<file path="src/rtl/pif_layer_scheduler.sv">
// Sequences one shared PIF full-neuron datapath across every neuron of a layer.
// Per neuron: RD, CAP, ARM, stream cycles + 1, FINISH_CYCLES of FIN, then WB.
// Weights are taken only when the neuron reports readyMem; otherwise a zero weight is presented.
module pif_layer_scheduler #(
  parameter int DATA_WIDTH     = 16,
  parameter int FRACTION_WIDTH = 8,
  parameter int NUM_NEURONS    = 64,
  parameter int ADDR_W         = 6,
  parameter int CNT_W          = 10,
  parameter int FINISH_CYCLES  = 4
) (
  input  logic                      clk,
  input  logic                      reset,
  input  logic                      start,
  input  logic [CNT_W-1:0]          num_inputs,
  output logic                      busy,
  output logic                      done,
  output logic                      vmem_re,
  output logic [ADDR_W-1:0]         vmem_raddr,
  input  logic [DATA_WIDTH-1:0]     vmem_rdata,
  output logic                      vmem_we,
  output logic [ADDR_W-1:0]         vmem_waddr,
  output logic [DATA_WIDTH-1:0]     vmem_wdata,
  input  logic                      wt_valid,
  input  logic [FRACTION_WIDTH-1:0] wt_data,
  output logic                      wt_ready,
  output logic                      neur_reset_n,
  output logic                      neur_finished,
  output logic [DATA_WIDTH-1:0]     neur_vmem_in,
  output logic [FRACTION_WIDTH-1:0] neur_weight,
  input  logic                      neur_ready_mem,
  input  logic [DATA_WIDTH-1:0]     neur_vmem_out,
  input  logic                      neur_spike,
  output logic [NUM_NEURONS-1:0]    spike_vec
);

  // Down-counter width for the FIN hold; reload value is FINISH_CYCLES-1 so
  // that the count reaching zero marks the last FIN cycle.
  localparam int              FC_W    = (FINISH_CYCLES > 1) ? $clog2(FINISH_CYCLES) : 1;
  localparam logic [FC_W-1:0] FC_LOAD = FC_W'(FINISH_CYCLES - 1);
  localparam logic [ADDR_W-1:0] LAST_IDX = ADDR_W'(NUM_NEURONS - 1);

  typedef enum logic [2:0] {
    S_IDLE,
    S_RD,
    S_CAP,
    S_ARM,
    S_STRM,
    S_FIN,
    S_WB,
    S_DONE
  } state_t;

  state_t                  state;
  state_t                  state_nx;
  logic [ADDR_W-1:0]       idx;
  logic [CNT_W-1:0]        num_lat;
  logic [CNT_W-1:0]        wcnt;
  logic [FC_W-1:0]         fcnt;
  logic [DATA_WIDTH-1:0]   cap_vmem;
  logic                    cap_spike;
  logic                    wt_fire;

  // Weight handshake: only meaningful while streaming, since wt_ready is low elsewhere.
  assign wt_fire = wt_valid & wt_ready;

  // Read and write both target the neuron currently being processed.
  assign vmem_raddr = idx;
  assign vmem_waddr = idx;
  assign vmem_wdata = cap_vmem;

  // State register.
  always_ff @(posedge clk) begin
    if (!reset) begin
      state <= S_IDLE;
    end else begin
      state <= state_nx;
    end
  end

  // Next-state and per-state control outputs.
  always_comb begin
    state_nx      = state;
    busy          = 1'b0;
    done          = 1'b0;
    vmem_re       = 1'b0;
    vmem_we       = 1'b0;
    wt_ready      = 1'b0;
    neur_reset_n  = 1'b0;
    neur_finished = 1'b0;
    neur_weight   = '0;
    case (state)
      S_IDLE: begin
        if (start) begin
          state_nx = S_RD;
        end
      end
      S_RD: begin
        busy     = 1'b1;
        vmem_re  = 1'b1;
        state_nx = S_CAP;
      end
      S_CAP: begin
        busy     = 1'b1;
        state_nx = S_ARM;
      end
      S_ARM: begin
        busy         = 1'b1;
        neur_reset_n = 1'b1;
        state_nx     = (num_lat == '0) ? S_FIN : S_STRM;
      end
      S_STRM: begin
        busy         = 1'b1;
        neur_reset_n = 1'b1;
        wt_ready     = neur_ready_mem & (wcnt < num_lat);
        // A zero weight is a no-op add, so stalls leave the sum untouched.
        if (wt_valid && wt_ready) begin
          neur_weight = wt_data;
        end
        if (wcnt == num_lat) begin
          state_nx = S_FIN;
        end
      end
      S_FIN: begin
        busy          = 1'b1;
        neur_reset_n  = 1'b1;
        neur_finished = 1'b1;
        if (fcnt == '0) begin
          state_nx = S_WB;
        end
      end
      S_WB: begin
        busy     = 1'b1;
        vmem_we  = 1'b1;
        state_nx = (idx == LAST_IDX) ? S_DONE : S_RD;
      end
      S_DONE: begin
        done     = 1'b1;
        state_nx = S_IDLE;
      end
      default: begin
        state_nx = S_IDLE;
      end
    endcase
  end

  // Pass bookkeeping: latched input count and the neuron index.
  always_ff @(posedge clk) begin
    if (!reset) begin
      num_lat <= '0;
      idx     <= '0;
    end else if (state == S_IDLE && start) begin
      num_lat <= num_inputs;
      idx     <= '0;
    end else if (state == S_WB && idx != LAST_IDX) begin
      idx <= idx + ADDR_W'(1);
    end
  end

  // Capture the stored potential; it stays on neur_vmem_in until the next neuron's CAP.
  always_ff @(posedge clk) begin
    if (!reset) begin
      neur_vmem_in <= '0;
    end else if (state == S_CAP) begin
      neur_vmem_in <= vmem_rdata;
    end
  end

  // Count accepted weights for the current neuron.
  always_ff @(posedge clk) begin
    if (!reset) begin
      wcnt <= '0;
    end else if (state == S_CAP) begin
      wcnt <= '0;
    end else if (state == S_STRM && wt_fire) begin
      wcnt <= wcnt + CNT_W'(1);
    end
  end

  // FIN hold counter: reloaded outside FIN, counts down while finished is asserted.
  always_ff @(posedge clk) begin
    if (!reset) begin
      fcnt <= FC_LOAD;
    end else if (state != S_FIN) begin
      fcnt <= FC_LOAD;
    end else if (fcnt != '0) begin
      fcnt <= fcnt - FC_W'(1);
    end
  end

  // Sample the neuron result in the last FIN cycle, when the update has settled.
  always_ff @(posedge clk) begin
    if (!reset) begin
      cap_vmem  <= '0;
      cap_spike <= 1'b0;
    end else if (state == S_FIN && fcnt == '0) begin
      cap_vmem  <= neur_vmem_out;
      cap_spike <= neur_spike;
    end
  end

  // Spike record: cleared on an accepted start, one bit filled in per writeback.
  always_ff @(posedge clk) begin
    if (!reset) begin
      spike_vec <= '0;
    end else if (state == S_IDLE && start) begin
      spike_vec <= '0;
    end else if (state == S_WB) begin
      spike_vec[idx] <= cap_spike;
    end
  end

endmodule

</file>
<file path="config.mk">
export PLATFORM = sky130hd
export DESIGN_NAME = pif_layer_scheduler
export DESIGN_NICKNAME = d
export VERILOG_FILES = /design/src/rtl/pif_layer_scheduler.sv
export SDC_FILE = /design/constraint.sdc
export NUM_CORES = 1
export LEC_CHECK = 0
export ABC_AREA = 0
export CAP_MARGIN = 25
export CORE_ASPECT_RATIO = 0.9
export CORE_UTILIZATION = 44
export CTS_BUF_LIST = sky130_fd_sc_hd__clkbuf_4 sky130_fd_sc_hd__clkbuf_8
export DETAILED_ROUTE_END_ITERATION = 12
export PLACE_DENSITY = 0.77
export SYNTH_ARGS = -nofsm -noshare
export SYNTH_HDL_FRONTEND = slang
export SYNTH_SLANG_ARGS = --single-unit
</file>
<file path="constraint.sdc">
create_clock -name clk -period 2 [get_ports clk]
set_clock_uncertainty 0.05 [all_clocks]
set_input_delay 0.4 -clock clk [delete_from_list [all_inputs] [get_ports clk]]
set_output_delay 0.4 -clock clk [all_outputs]
set_load 0.01 [all_outputs]
</file>
==> impl_metrics.py <==
metrics = {
    "power_and_ir_drop": {
        "clock_power_share": 0.399,
        "ir_drop_mv": 0.549,
        "total_power_w": 0.00576,
        "sw_frac_of_total": 0.258,
        "p_int_w": 0.00427,
        "comb_power_share": 0.143,
        "pwr_density_cell_nw_per_um2": 645,
        "power_leakage_nw": 3.25,
        "p_sw_w": 0.00149,
        "seqPwrFrac": 0.457,
    },
    "floorplan": {
        "fp-row-count": 39,
        "start_util": 0.457,
        "core_area_um2": 12800,
        "die_x_um": 124,
        "die_h_um": 111,
        "ioPinCount": 179,
        "die_area_um2": 13800,
    },
    "worst_hold_path": {
        "holdCritPathClass": "register to register",
        "hold_start": "vmem_wdata[9]",
    },
    "yosys": {
        "ys_ff_latch": 128,
        "synth.largest_area_cell": "dfxtp_1",
        "synth_top_flop_cell": "dfxtp_1",
        "yosys.cell_types.count": 56,
        "synth_enable_flop_cells": 0,
        "synth_area_leaders": "dfxtp_1 44%, nand2_1 11%, a21oi_1 5.2%",
        "syn_area_um2": 5860,
        "synth_nets": 810,
        "syn_inst": 741,
        "ys_seq_area_frac": 0.437,
        "syn_avg_cell_area_um2": 7.91,
        "synth_commonest_cells": "179 x nand2_1, 128 x dfxtp_1, 61 x a21oi_1",
        "yosysMostFrequentCell": "nand2_1",
        "synthArstFlopShare": 0,
        "synth_top_area_share": 0.437,
        "yosys_warnings": 0,
    },
    "timing": {
        "period_share": 1.32,
        "maxSlewHeadroom": 0.593,
        "finalSetupTns_ns": -5.50,
        "rsz0062_at_grt": "true",
        "setup_ws_ns": -0.641,
        "fmax_mhz": 379,
        "fin_crit_ns": 2.64,
        "finalSetupViolCount": 16,
        "hold_viol_final": 0,
        "hold_ws_ns": 0.400,
        "worst_pin_slew_ns": 0.608,
        "maxSlewViolCount": 0,
    },
    "clock_tree": {
        "clkTransAtPathRegs_ns": 0.07,
        "clockRootBuffer": "clkbuf_8",
        "clk_latency_ns": 0.45,
        "cts_sinks": 128,
        "cts_tree": "built",
        "cts_buffer_depth": 2,
        "cts_made_buffers": 17,
        "htree_levels": 4,
    },
    "place": {
        "gp_congestion": 0.795,
        "hpwl_mm": 11.2,
        "numPortBuffers": 178,
        "placed_cells": 1080,
    },
    "final_layout": {
        "layout.cells.non_filler": 1127,
        "post-route-util": 0.696,
        "area_growth_pct": 52.5,
        "nNetsFinal": 1019,
        "diodes": 0,
        "layout-drive-gt1-share": 0.207,
        "seqCellArea_um2": 2600,
        "multi_input_area_um2": 3200,
        "fillers": 1000,
    },
    "drt": {
        "routed-via-count": 5850,
        "drt_iter0_markers": 466,
        "routed_wl_mm": 16.8,
        "firstDrtPassIters": 5,
        "wire_per_inst_um": 14.9,
        "vias_per_cell": 5.19,
        "drc_errors": 0,
        "postRouteAntennaNets": 0,
    },
    "grt": {
        "grt_pass1_wl_mm": 27.2,
        "grt_usage": 0.254,
        "grt_pass1_vias": 5464,
        "grt_remaining_overflow": 0,
        "grt_antenna_before_repair": 0,
        "grt_max_degree": 48,
    },
    "setup_path": {
        "arrival_ns": 2.19,
        "rr_endpoint": "wcnt[6]",
        "r2r_cells": 10,
        "required_ns": 1.55,
        "crit_path_end": "neur_weight[4]",
        "worstSetupStartpointType": "register",
        "r2r_setup_slack_ns": -0.09,
        "worstPathMaxFanout": 3,
        "crit_start": "num_lat[7]",
        "r2r-start": "num_lat[6]",
        "crit_type": "register to output port",
        "cp-end-kind": "output port",
    },
    "run_status": {
        "outcome": "finished, violations left",
        "failed_checks": "setup timing",
    },
    "job": {
        "cap_viol_max_count": 0,
    },
}
-- critical path, stage by stage (launching register included) --
cell and delay [ns]:
dfxtp_2 0.35, inv_2 0.05, ha_4 0.23, a21oi_4 0.15, o211ai_2 0.12, a2111oi_4 0.32
buf_2 0.20, buf_6 0.10, and2_4 0.13, buf_6 0.09
-- flip-flops by register name, indices dropped and copies added (netlist names) --
signal / flops
state: 3
cap_spike: 1
neur_vmem_in: 16
spike_vec: 64
wcnt: 10
vmem_raddr: 6
num_lat: 10
vmem_wdata: 16
fcnt: 2
-- routing by layer --
layer  wire, um  track usage  share of wire  vias to the layer above
li1           -            -              -                     2914
met1       7430        0.324           0.44                     2732
met2       7900        0.398           0.47                      171
met3       1050       0.0784          0.063                       33
met4        375       0.0980          0.022                        0
met5          0            0              0                        -
-- what timing repair did --
item,in CTS,in global routing
cloned,2,0
buffers inserted,21,6
endpoints found under the setup margin,35,34
gates resized for setup,106,47
hold buffers,0,0
pin swaps,14,21
-- cell families after synthesis --
logic type | count (synthesis) | share of synthesized area
AOI/OAI and AO/OA | 151 | 0.162
xor gates and xnor gates | 4 | 0.00598
adders and majority gates | 13 | 0.0278
buffers and inverters | 80 | 0.0596
DFF | 128 | 0.437
muxes | 16 | 0.0278
and+or+nand+nor | 349 | 0.280
-- cells in the final DEF, fill, tap and decap left out, types with 5 or more instances in the layout --
cell type        instances
dfxtp_2                 14
clkbuf_8                21
nand2_1                175
buf_4                   55
nor2_1                  54
buf_12                   6
buf_6                   21
and3_1                   7
nand4_1                  5
mux2i_1                 14
and2_4                   9
a21oi_1                 56
ha_1                     5
a21boi_1                 7
dfxtp_4                  6
nand3_1                 49
inv_1                   13
inv_2                    5
nor3_1                   5
dfxtp_1                108
o21ai_0                 24
a21boi_0                36
clkdlybuf4s50_1        161
ha_4                     8
-- power by group through the flow --
stage	Clock (W)	Combinational [W]	Sequential, W
final	0.00230	0.000826	0.00263
after global routing	0.00246	0.000903	0.00264
after CTS	0.00235	0.000874	0.00263
after detailed placement	0	0.000721	0.00269
after global placement	0	0.000715	0.00269
after floorplan	0	0.000330	0.00271
-- stage by stage --
stage / setup slack [ns] / cell area (um2)
4_1_cts: -0.696 / 8860
2_1_floorplan: -0.0596 / 5930
6_report: -0.641 / 8930
3_3_place_gp: -0.860 / 8150
3_5_place_dp: -0.859 / 8150
5_1_grt: -0.731 / 8930
-- area by class of cell --
type / instances / area share
clock buffer: 23 / 0.0340
clock inverter: 9 / 0.0119
inverter: 19 / 0.00882
multi-input combinational: 533 / 0.359
sequential: 128 / 0.291
tap: 164 / 0.0230
timing repair buffer: 251 / 0.272
-- worst min-delay path by stage --
stage	endpoint	slack, ns	depth (start not counted)
floorplan	num_lat[3]	0.41	2
finish	vmem_wdata[9]	0.40	2
detailed placement	vmem_wdata[13]	0.40	2
global route	spike_vec[24]	0.43	2
CTS	vmem_wdata[9]	0.40	2
global placement	vmem_wdata[8]	0.39	2
(Power assumes the default switching activity.)
